===== src/rtl/mult_digit_serial_ctrl.sv =====
// Digit-serial signed/unsigned multiplier: one 2x2 signed/unsigned slice is stepped over
// every (a digit, b digit) pair and the shifted partial products are accumulated.
module mult_digit_serial_ctrl #(
    parameter int unsigned A_WIDTH   = 8,
    parameter int unsigned B_WIDTH   = 8,
    parameter int unsigned OUT_WIDTH = A_WIDTH + B_WIDTH
) (
    input  logic                 clk,
    input  logic                 reset,
    input  logic                 in_valid,
    output logic                 in_ready,
    input  logic [A_WIDTH-1:0]   a,
    input  logic [B_WIDTH-1:0]   b,
    input  logic                 a_signed,
    input  logic                 b_signed,
    output logic                 out_valid,
    input  logic                 out_ready,
    output logic [OUT_WIDTH-1:0] out,
    output logic                 busy
);

    localparam int unsigned NA = A_WIDTH / 2;
    localparam int unsigned NB = B_WIDTH / 2;
    localparam int unsigned IW = (NA > 1) ? $clog2(NA) : 1;
    localparam int unsigned JW = (NB > 1) ? $clog2(NB) : 1;
    localparam logic [IW-1:0] ILast = IW'(NA - 1);
    localparam logic [JW-1:0] JLast = JW'(NB - 1);

    typedef enum logic [1:0] {StIdle, StCompute, StDone} state_e;

    state_e                 state_q, state_d;
    logic [A_WIDTH-1:0]     a_q, a_d;
    logic [B_WIDTH-1:0]     b_q, b_d;
    logic                   a_signed_q, a_signed_d;
    logic                   b_signed_q, b_signed_d;
    logic [OUT_WIDTH-1:0]   acc_q, acc_d;
    logic [IW-1:0]          i_q, i_d;
    logic [JW-1:0]          j_q, j_d;

    logic [1:0]             a_dig, b_dig;
    logic [1:0]             sign_mode;
    logic signed [2:0]      a_ext, b_ext;
    logic signed [5:0]      prod;
    logic signed [4:0]      slice_out;
    logic signed [OUT_WIDTH-1:0] pp_ext;
    logic [OUT_WIDTH-1:0]   pp_shift;
    logic [31:0]            shamt;

    // 2x2 slice: only the top digit of a signed operand carries the sign.
    always_comb begin
        a_dig        = a_q[{i_q, 1'b0} +: 2];
        b_dig        = b_q[{j_q, 1'b0} +: 2];
        sign_mode[0] = a_signed_q && (i_q == ILast);
        sign_mode[1] = b_signed_q && (j_q == JLast);
        a_ext        = {sign_mode[0] & a_dig[1], a_dig};
        b_ext        = {sign_mode[1] & b_dig[1], b_dig};
        prod         = 6'(a_ext) * 6'(b_ext);
        slice_out    = prod[4:0];
        pp_ext       = OUT_WIDTH'(slice_out);
        shamt        = (32'(i_q) + 32'(j_q)) << 1;
        pp_shift     = pp_ext << shamt;
    end

    always_comb begin
        state_d    = state_q;
        a_d        = a_q;
        b_d        = b_q;
        a_signed_d = a_signed_q;
        b_signed_d = b_signed_q;
        acc_d      = acc_q;
        i_d        = i_q;
        j_d        = j_q;
        unique case (state_q)
            StIdle: begin
                if (in_valid) begin
                    a_d        = a;
                    b_d        = b;
                    a_signed_d = a_signed;
                    b_signed_d = b_signed;
                    acc_d      = '0;
                    i_d        = '0;
                    j_d        = '0;
                    state_d    = StCompute;
                end
            end
            StCompute: begin
                acc_d = acc_q + pp_shift;
                if (i_q == ILast) begin
                    i_d = '0;
                    if (j_q == JLast) begin
                        j_d     = '0;
                        state_d = StDone;
                    end else begin
                        j_d = j_q + 1'b1;
                    end
                end else begin
                    i_d = i_q + 1'b1;
                end
            end
            StDone: begin
                if (out_ready) begin
                    state_d = StIdle;
                end
            end
            default: state_d = StIdle;
        endcase
    end

    always_ff @(posedge clk) begin
        if (reset) begin
            state_q    <= StIdle;
            a_q        <= '0;
            b_q        <= '0;
            a_signed_q <= 1'b0;
            b_signed_q <= 1'b0;
            acc_q      <= '0;
            i_q        <= '0;
            j_q        <= '0;
        end else begin
            state_q    <= state_d;
            a_q        <= a_d;
            b_q        <= b_d;
            a_signed_q <= a_signed_d;
            b_signed_q <= b_signed_d;
            acc_q      <= acc_d;
            i_q        <= i_d;
            j_q        <= j_d;
        end
    end

    assign in_ready  = (state_q == StIdle) && !reset;
    assign out_valid = (state_q == StDone);
    assign busy      = (state_q != StIdle);
    assign out       = acc_q;

endmodule

===== config.mk =====
export PLATFORM = sky130hd
export DESIGN_NAME = mult_digit_serial_ctrl
export DESIGN_NICKNAME = d
export VERILOG_FILES = /design/src/rtl/mult_digit_serial_ctrl.sv
export SDC_FILE = /design/constraint.sdc
export NUM_CORES = 1
export LEC_CHECK = 0
export CAP_MARGIN = 10
export CORE_UTILIZATION = 45
export CTS_BUF_LIST = sky130_fd_sc_hd__clkbuf_4 sky130_fd_sc_hd__clkbuf_8 sky130_fd_sc_hd__clkbuf_16
export DETAILED_ROUTE_END_ITERATION = 7
export PLACE_DENSITY = 0.72
export SETUP_SLACK_MARGIN = 0.15
export SLEW_MARGIN = 40
export SYNTH_ARGS = -nofsm -noshare
export SYNTH_HDL_FRONTEND = slang
export SYNTH_SLANG_ARGS = --single-unit

===== constraint.sdc =====
create_clock -name clk -period 9.14 [get_ports clk]
set_clock_uncertainty 0.15 [all_clocks]
set_input_delay 1.828 -clock clk [delete_from_list [all_inputs] [get_ports clk]]
set_output_delay 1.828 -clock clk [all_outputs]
set_load 0.03 [all_outputs]

==> results of run 1 <==
-- logic make-up after synthesis --
family,Yosys count
flip-flops,40
AND/OR/NAND/NOR,127
adder cells (fa/ha/maj),27
multiplexers,8
XOR/XNOR,14
buffers and inverters,33
AO/OA/AOI/OAI,106
-- area by class of cell --
cell class / count / area [sq um]
Clock buffer: 5 / 68.8
Tap cell: 75 / 93.8
Multi-Input combinational cell: 282 / 1910
Timing Repair Buffer: 42 / 415
Clock inverter: 3 / 21.3
Fill cell: 573 / 2630
Inverter: 14 / 52.6
Sequential cell: 40 / 801
-- per-stage QoR --
stage | cells | worst slack [ns]
floorplan | 355 | 3.90
global placement | 453 | 3.60
detailed placement | 453 | 3.42
CTS | 461 | 3.40
global route | 461 | 2.99
finish | 461 | 3.37
-- registers in the layout, summed over array words and instances, names as in the netlist --
name        cells
a_q             8
out            16
state_q         2
j_q             2
i_q             2
a_signed_q      1
b_signed_q      1
b_q             8
-- metal layers --
metal	part of all wire (%)	global-route usage, %	vias to the layer above
met5	0	0	-
met2	44	33.0	52
met4	1.2	7.14	0
met3	5.1	4.38	6
met1	49	29.4	1194
li1	-	-	1331
-- how the worst max path moves through the flow --
| stage | endpoint | cells after the start |
|---|---|---|
| floorplan | out[15]$_SDFFE_PP0P_ | 21 |
| global placement | out[15]$_SDFFE_PP0P_ | 20 |
| detailed placement | out[15]$_SDFFE_PP0P_ | 20 |
| CTS | out[15]$_SDFFE_PP0P_ | 20 |
| global route | out[15]$_SDFFE_PP0P_ | 20 |
| finish | out[15]$_SDFFE_PP0P_ | 20 |
-- critical path: cells and delay by family, from the launching register on --
family / cells / cell delay (ns)
compound gates: 9 / 1.88
buf+inv: 1 / 0.07
simple gates: 3 / 0.47
flops: 1 / 0.48
mux: 1 / 0.66
xor+xnor: 2 / 0.65
fa+ha+maj: 4 / 1.33
-- cell usage in the layout, fill, tap and decap left out, types with 2 or more instances in the layout --
| cell | count |
|---|---|
| o211ai_1 | 2 |
| a311oi_1 | 2 |
| a21o_1 | 6 |
| o22ai_1 | 4 |
| o21ai_0 | 9 |
| clkdlybuf4s50_1 | 40 |
| inv_1 | 14 |
| nand3_1 | 15 |
| nor3_1 | 6 |
| o21a_1 | 6 |
| xor2_1 | 3 |
| o31ai_1 | 2 |
| a22o_1 | 3 |
| or2_2 | 2 |
| buf_4 | 2 |
| nor2b_1 | 3 |
| nand4_1 | 4 |
| dfxtp_1 | 40 |
| nor2_1 | 20 |
| nor3b_1 | 2 |
| ha_1 | 22 |
| a21oi_1 | 48 |
| mux4_2 | 3 |
| nand2_1 | 57 |
| a31oi_1 | 11 |
| nor4b_1 | 2 |
| fa_1 | 5 |
| clkbuf_8 | 5 |
| and2_1 | 6 |
| a211o_1 | 2 |
| mux2i_1 | 4 |
| o21bai_1 | 4 |
| xnor2_1 | 9 |
-- power by group through the flow --
stage	sequential (mW)	combinational (mW)	clock, mW
global placement	0.193	0.0838	0
floorplan	0.194	0.0558	0
detailed placement	0.193	0.0847	0
global route	0.190	0.0946	0.135
CTS	0.189	0.0851	0.127
finish	0.189	0.0853	0.124
==> flow_metrics.tcl, run 1 <==
set metrics [dict create \
    outcome "completed" \
    ys_warn_count 0 \
    drtAntennaViolNets 0 \
    numPortBuffers 40 \
    total_power_mw 0.398 \
    drt_pass1_iterations 4 \
    finalWeightedCongestion 0.870 \
    die_y_microns 81.3 \
    synth_nets 404 \
    critPathMaxStageDelay_ns 0.66 \
    hold_depth 2 \
    hold_viol_final 0 \
    yosysMostFrequentCell "nand2_1" \
    core_area_sq_um 5990 \
    rsz0062_at_grt "false" \
    worst-r2r-cell-count 20 \
    n_antenna_cell 0 \
    cp_max_fo 10 \
    die_x_microns 81.3 \
    clock.fmax_mhz 173 \
    antenna_found_initial 0 \
    gr-total-overflow 0 \
    clk_pin_slew_ns 0.08 \
    hp-start "b_q[6]$_SDFFE_PP0P_" \
    p_switching_mw 0.125 \
    synth.distinct_cells 52 \
    cts_setup_buffers 0 \
    yosys.area_share.simple_pct 20.9 \
    ctsHoldBuffers 0 \
    fin_crit_sh_pct 63.1 \
    fin_area_sq_um 3360 \
    p_clk_share_pct 31.2 \
    critPathRequiredTime_ns 9.23 \
    clockBufferDepth 2 \
    ys_ff_latch 40 \
    min_to "b_q[6]$_SDFFE_PP0P_" \
    yosys_most_used_dff "dfxtp_1" \
    timing.rr.end "out[15]$_SDFFE_PP0P_" \
    p_seq_share_pct 47.4 \
    setup_viol 0 \
    synth.area.mux_share_pct 4.73 \
    drc 0 \
    initial_core_util_pct 47.3 \
    layout.nets 434 \
    cts.sink_count 40 \
    grt_pass1_wl_mm 10.8 \
    intPower_mw 0.273 \
    synth_top_area_share_pct 28.3 \
    slew_headroom_pct 54.9 \
    ctsResizeCount 0 \
    synth_adder_area_share_pct 13.3 \
    yosysSeqAreaShare_pct 28.3 \
    whs_ns 0.313 \
    synth_area_leaders "dfxtp_1 (28%), ha_1 (9.7%), a21oi_1 (8.5%)" \
    hold_class "register to register" \
    finalCriticalPeriod_ns 5.77 \
    maxCapViolCount 0 \
    clkLatencyLatePin_ns 0.31 \
    track_usage_pct 21.4 \
    switching_share_pct 31.4 \
    cp.arrival_ns 5.86 \
    power_density_nw_per_um2 118 \
    dpl_cell_area_sq_um 3270 \
    wl_mm 6.51 \
    r2r_slack_ns 3.37 \
    first_global_vias 2377 \
    num_io_pins 41 \
    synth_cells 355 \
    criticalPathCategory "register to register" \
    synth_commonest_cells "nand2_1 (58), a21oi_1 (48), dfxtp_1 (40), ha_1 (22), nor2_1 (20)" \
    end_kind "register" \
    dr.first_iter.drc_count 189 \
    dieArea_sq_um 6610 \
    critPathLaunchType "register" \
    cts_tree "done" \
    synth-edff-count 0 \
    syn_avg_cell_area_sq_um 7.98 \
    syn_to_final_growth_pct 18.8 \
    drive_gt1_share_pct 5.70 \
    synth_compound_area_share_pct 23.1 \
    viasPerCell 5.60 \
    slew_viol_final 0 \
    numCtsBuffers 5 \
    slowest_stage "mux4_2" \
    tns_ns 0 \
    synth_top_family_by_area "compound AO/OA/AOI/OAI gates" \
    r2r_start "j_q[0]$_SDFFE_PP0P_" \
    critPathLaunch "j_q[0]$_SDFFE_PP0P_" \
    wl_per_cell_microns 14.1 \
    htree_levels 2 \
    yosys.area.top_type "dfxtp_1" \
    irDropWorstVdd_v 0.0000722 \
    cellLeakagePower_nw 1.33 \
    rows 28 \
    synthArstFlopShare_pct 0 \
    pwr-share-comb_pct 21.4 \
    tightest_slew_ns 0.676 \
    crit_chain "mux4_2 > nand3_1 > or2_2 > fa_1 > fa_1 > inv_1 > ha_1 > xnor3_1 > xnor2_1 > nor2_2 > a21oi_1 > o31ai_1 > ha_1 > o21ai_0 > a211oi_1 > o21ai_0 > a311oi_1 > a211o_1 > a211o_1 > a31oi_1" \
    root_buffer "clkbuf_8" \
    num_vias 2583 \
    syn_area_sq_um 2830 \
    synth_xor_xnor_area_share_pct 5.35 \
    utilization_pct 56.1 \
    grt_max_degree 42 \
    dp_hpwl_mm 4.71 \
]
(Power assumes the default switching activity.)
==> run 2: changes to the inputs <==
--- a/config.mk
+++ b/config.mk
@@ -9,7 +9,7 @@
 export CORE_UTILIZATION = 45
 export CTS_BUF_LIST = sky130_fd_sc_hd__clkbuf_4 sky130_fd_sc_hd__clkbuf_8 sky130_fd_sc_hd__clkbuf_16
 export DETAILED_ROUTE_END_ITERATION = 7
-export PLACE_DENSITY = 0.72
+export PLACE_DENSITY = 0.75
 export SETUP_SLACK_MARGIN = 0.15
 export SLEW_MARGIN = 40
 export SYNTH_ARGS = -nofsm -noshare
==> constraint.sdc (replaced) <==
create_clock -name clk -period 5 [get_ports clk]
set_clock_uncertainty 0.15 [all_clocks]
set_input_delay 1 -clock clk [delete_from_list [all_inputs] [get_ports clk]]
set_output_delay 1 -clock clk [all_outputs]
set_load 0.03 [all_outputs]
==> flow_metrics.tcl, run 2 (same netlist as run 1, synthesis figures left out) <==
set metrics [dict create \
    drtAntennaViolNets 0 \
    multi_input_area_sq_um 2060 \
    grt_max_degree 41 \
    critPathLaunchType "register" \
    tns_ns 0 \
    clkLatencyLatePin_ns 0.30 \
    n_antenna_cell 0 \
    end_kind "register" \
    dr.first_iter.drc_count 211 \
    largest_reg_flops 16 \
    antenna_found_initial 0 \
    core_area_sq_um 5990 \
    viasPerCell 5.74 \
    numCtsBuffers 5 \
    cts_tree "done" \
    power_density_nw_per_um2 215 \
    drt_pass1_iterations 5 \
    r2r_start "i_q[0]$_SDFFE_PP0P_" \
    fin_crit_sh_pct 99.7 \
    hold_viol_final 0 \
    layout.nets 458 \
    outcome "completed" \
    criticalPathCategory "register to register" \
    slowest_stage "mux4_2" \
    cellLeakagePower_nw 1.47 \
    drive_gt1_share_pct 17.8 \
    hp-start "b_q[1]$_SDFFE_PP0P_" \
    timing.rr.end "out[15]$_SDFFE_PP0P_" \
    total_power_mw 0.801 \
    setup_viol 0 \
    ctsHoldBuffers 0 \
    clockBufferDepth 2 \
    clock.fmax_mhz 201 \
    wl_mm 7.09 \
    fin_cells 485 \
    drc 0 \
    syn_to_final_growth_pct 31.9 \
    min_to "b_q[1]$_SDFFE_PP0P_" \
    dieArea_sq_um 6610 \
    gr-total-overflow 0 \
    critPathMaxStageDelay_ns 0.52 \
    num_io_pins 41 \
    grt_pass1_wl_mm 11.5 \
    rows 28 \
    crit_buf_inv 1 \
    fill_cells 505 \
    cp_max_fo 4 \
    first_global_vias 2482 \
    hold_class "register to register" \
    finalWeightedCongestion 0.926 \
    critPathTopFamily "adder cells" \
    root_buffer "clkbuf_8" \
    r2r_slack_ns 0.02 \
    mostFrequentLayoutCell "nand2_1" \
    finalCriticalPeriod_ns 4.98 \
    die_x_microns 81.3 \
    maxCapViolCount 0 \
    num_vias 2782 \
    clk_pin_slew_ns 0.09 \
    die_y_microns 81.3 \
    initial_core_util_pct 47.3 \
    crit_chain "mux4_2 > or2_4 > fa_1 > fa_2 > inv_2 > ha_4 > xnor3_2 > xnor2_4 > nor2_2 > a21oi_1 > o22ai_1 > ha_1 > a21oi_1 > nor2_1 > nor2_2 > a311oi_2 > a211o_1 > a211o_1 > a31oi_1" \
    whs_ns 0.309 \
    hold_depth 2 \
    htree_levels 2 \
    dpl_cell_area_sq_um 3420 \
    tightest_slew_ns 0.700 \
    track_usage_pct 22.6 \
    slew_viol_final 0 \
    worst-r2r-cell-count 19 \
    cts.sink_count 40 \
    register_area_sq_um 808 \
    dp_hpwl_mm 4.97 \
    numPortBuffers 40 \
    wl_per_cell_microns 14.6 \
    cp.arrival_ns 5.07 \
    slew_headroom_pct 53.4 \
    fin_area_sq_um 3730 \
    mostFrequentLayoutCells "nand2_1 (56), a21oi_1 (48), clkdlybuf4s50_1 (40), dfxtp_1 (38), buf_4 (25)" \
    place_inst 467 \
    irDropWorstVdd_v 0.000147 \
    critPathRequiredTime_ns 5.09 \
    rsz0062_at_grt "true" \
    critPathLaunch "i_q[0]$_SDFFE_PP0P_" \
]
[run 2: cell count changes in the layout (fill, tap and decap cells not counted), sizes merged]
cell | before | now
bufinv | 0 | 1
buf | 2 | 26
clkinv | 1 | 0
[run 2: area by class of cell]
cell class | instances | share of cell area [%]
clock buffer | 5 | 1.84
clock inverter | 3 | 1.24
inverter | 14 | 1.41
multi-input combinational | 282 | 55.3
sequential | 40 | 21.6
tap | 75 | 2.51
timing repair buffer | 66 | 16.1
[run 2: through the flow]
step	setup WS [ns]	utilization, %
6_report	0.0165	62.3
5_1_grt	-0.260	62.3
4_1_cts	0.0396	60.2
3_5_place_dp	-0.0927	57.0
3_3_place_gp	0.0575	57.0
2_1_floorplan	0.165	-
[run 2: power breakdown]
| group | internal (mW) | switching (mW) | total (mW) |
|---|---|---|---|
| combinational | 0.0796 | 0.0983 | 0.178 |
| sequential | 0.332 | 0.0121 | 0.344 |
| clock | 0.150 | 0.128 | 0.279 |
| total | 0.562 | 0.239 | 0.801 |
[run 2: how the worst max path moves through the flow]
stage / end / slack [ns] / depth (start not counted)
finish: out[15]$_SDFFE_PP0P_ / 0.02 / 19
global route: out[15]$_SDFFE_PP0P_ / -0.26 / 19
CTS: out[15]$_SDFFE_PP0P_ / 0.04 / 19
detailed placement: out[15]$_SDFFE_PP0P_ / -0.09 / 19
global placement: out[15]$_SDFFE_PP0P_ / 0.06 / 20
floorplan: out[15]$_SDFFE_PP0P_ / 0.16 / 21
[run 2: worst register-to-register path: stages (launching register included)]
cell      delay, ns
dfxtp_4        0.38
mux4_2         0.52
or2_4          0.25
fa_1           0.50
fa_2           0.35
inv_2          0.07
ha_4           0.12
xnor3_2        0.30
xnor2_4        0.27
nor2_2         0.08
a21oi_1        0.15
o22ai_1        0.11
ha_1           0.34
a21oi_1        0.18
nor2_1         0.08
nor2_2         0.22
a311oi_2       0.15
a211o_1        0.27
a211o_1        0.30
a31oi_1        0.13
[run 2: metal layers]
| metal | part of all wire, % | GRT usage (%) |
|---|---|---|
| met4 | 1.8 | 7.50 |
| met1 | 48 | 30.6 |
| met3 | 5.6 | 4.04 |
| met5 | 0 | 0 |
| met2 | 44 | 35.8 |
[run 2: timing repair]
item	4_1_cts	5_1_grt
buffers inserted	5	5
pin swaps	10	12
gates resized for setup	9	19
setup endpoints to repair	4	9
hold endpoints to repair	0	0
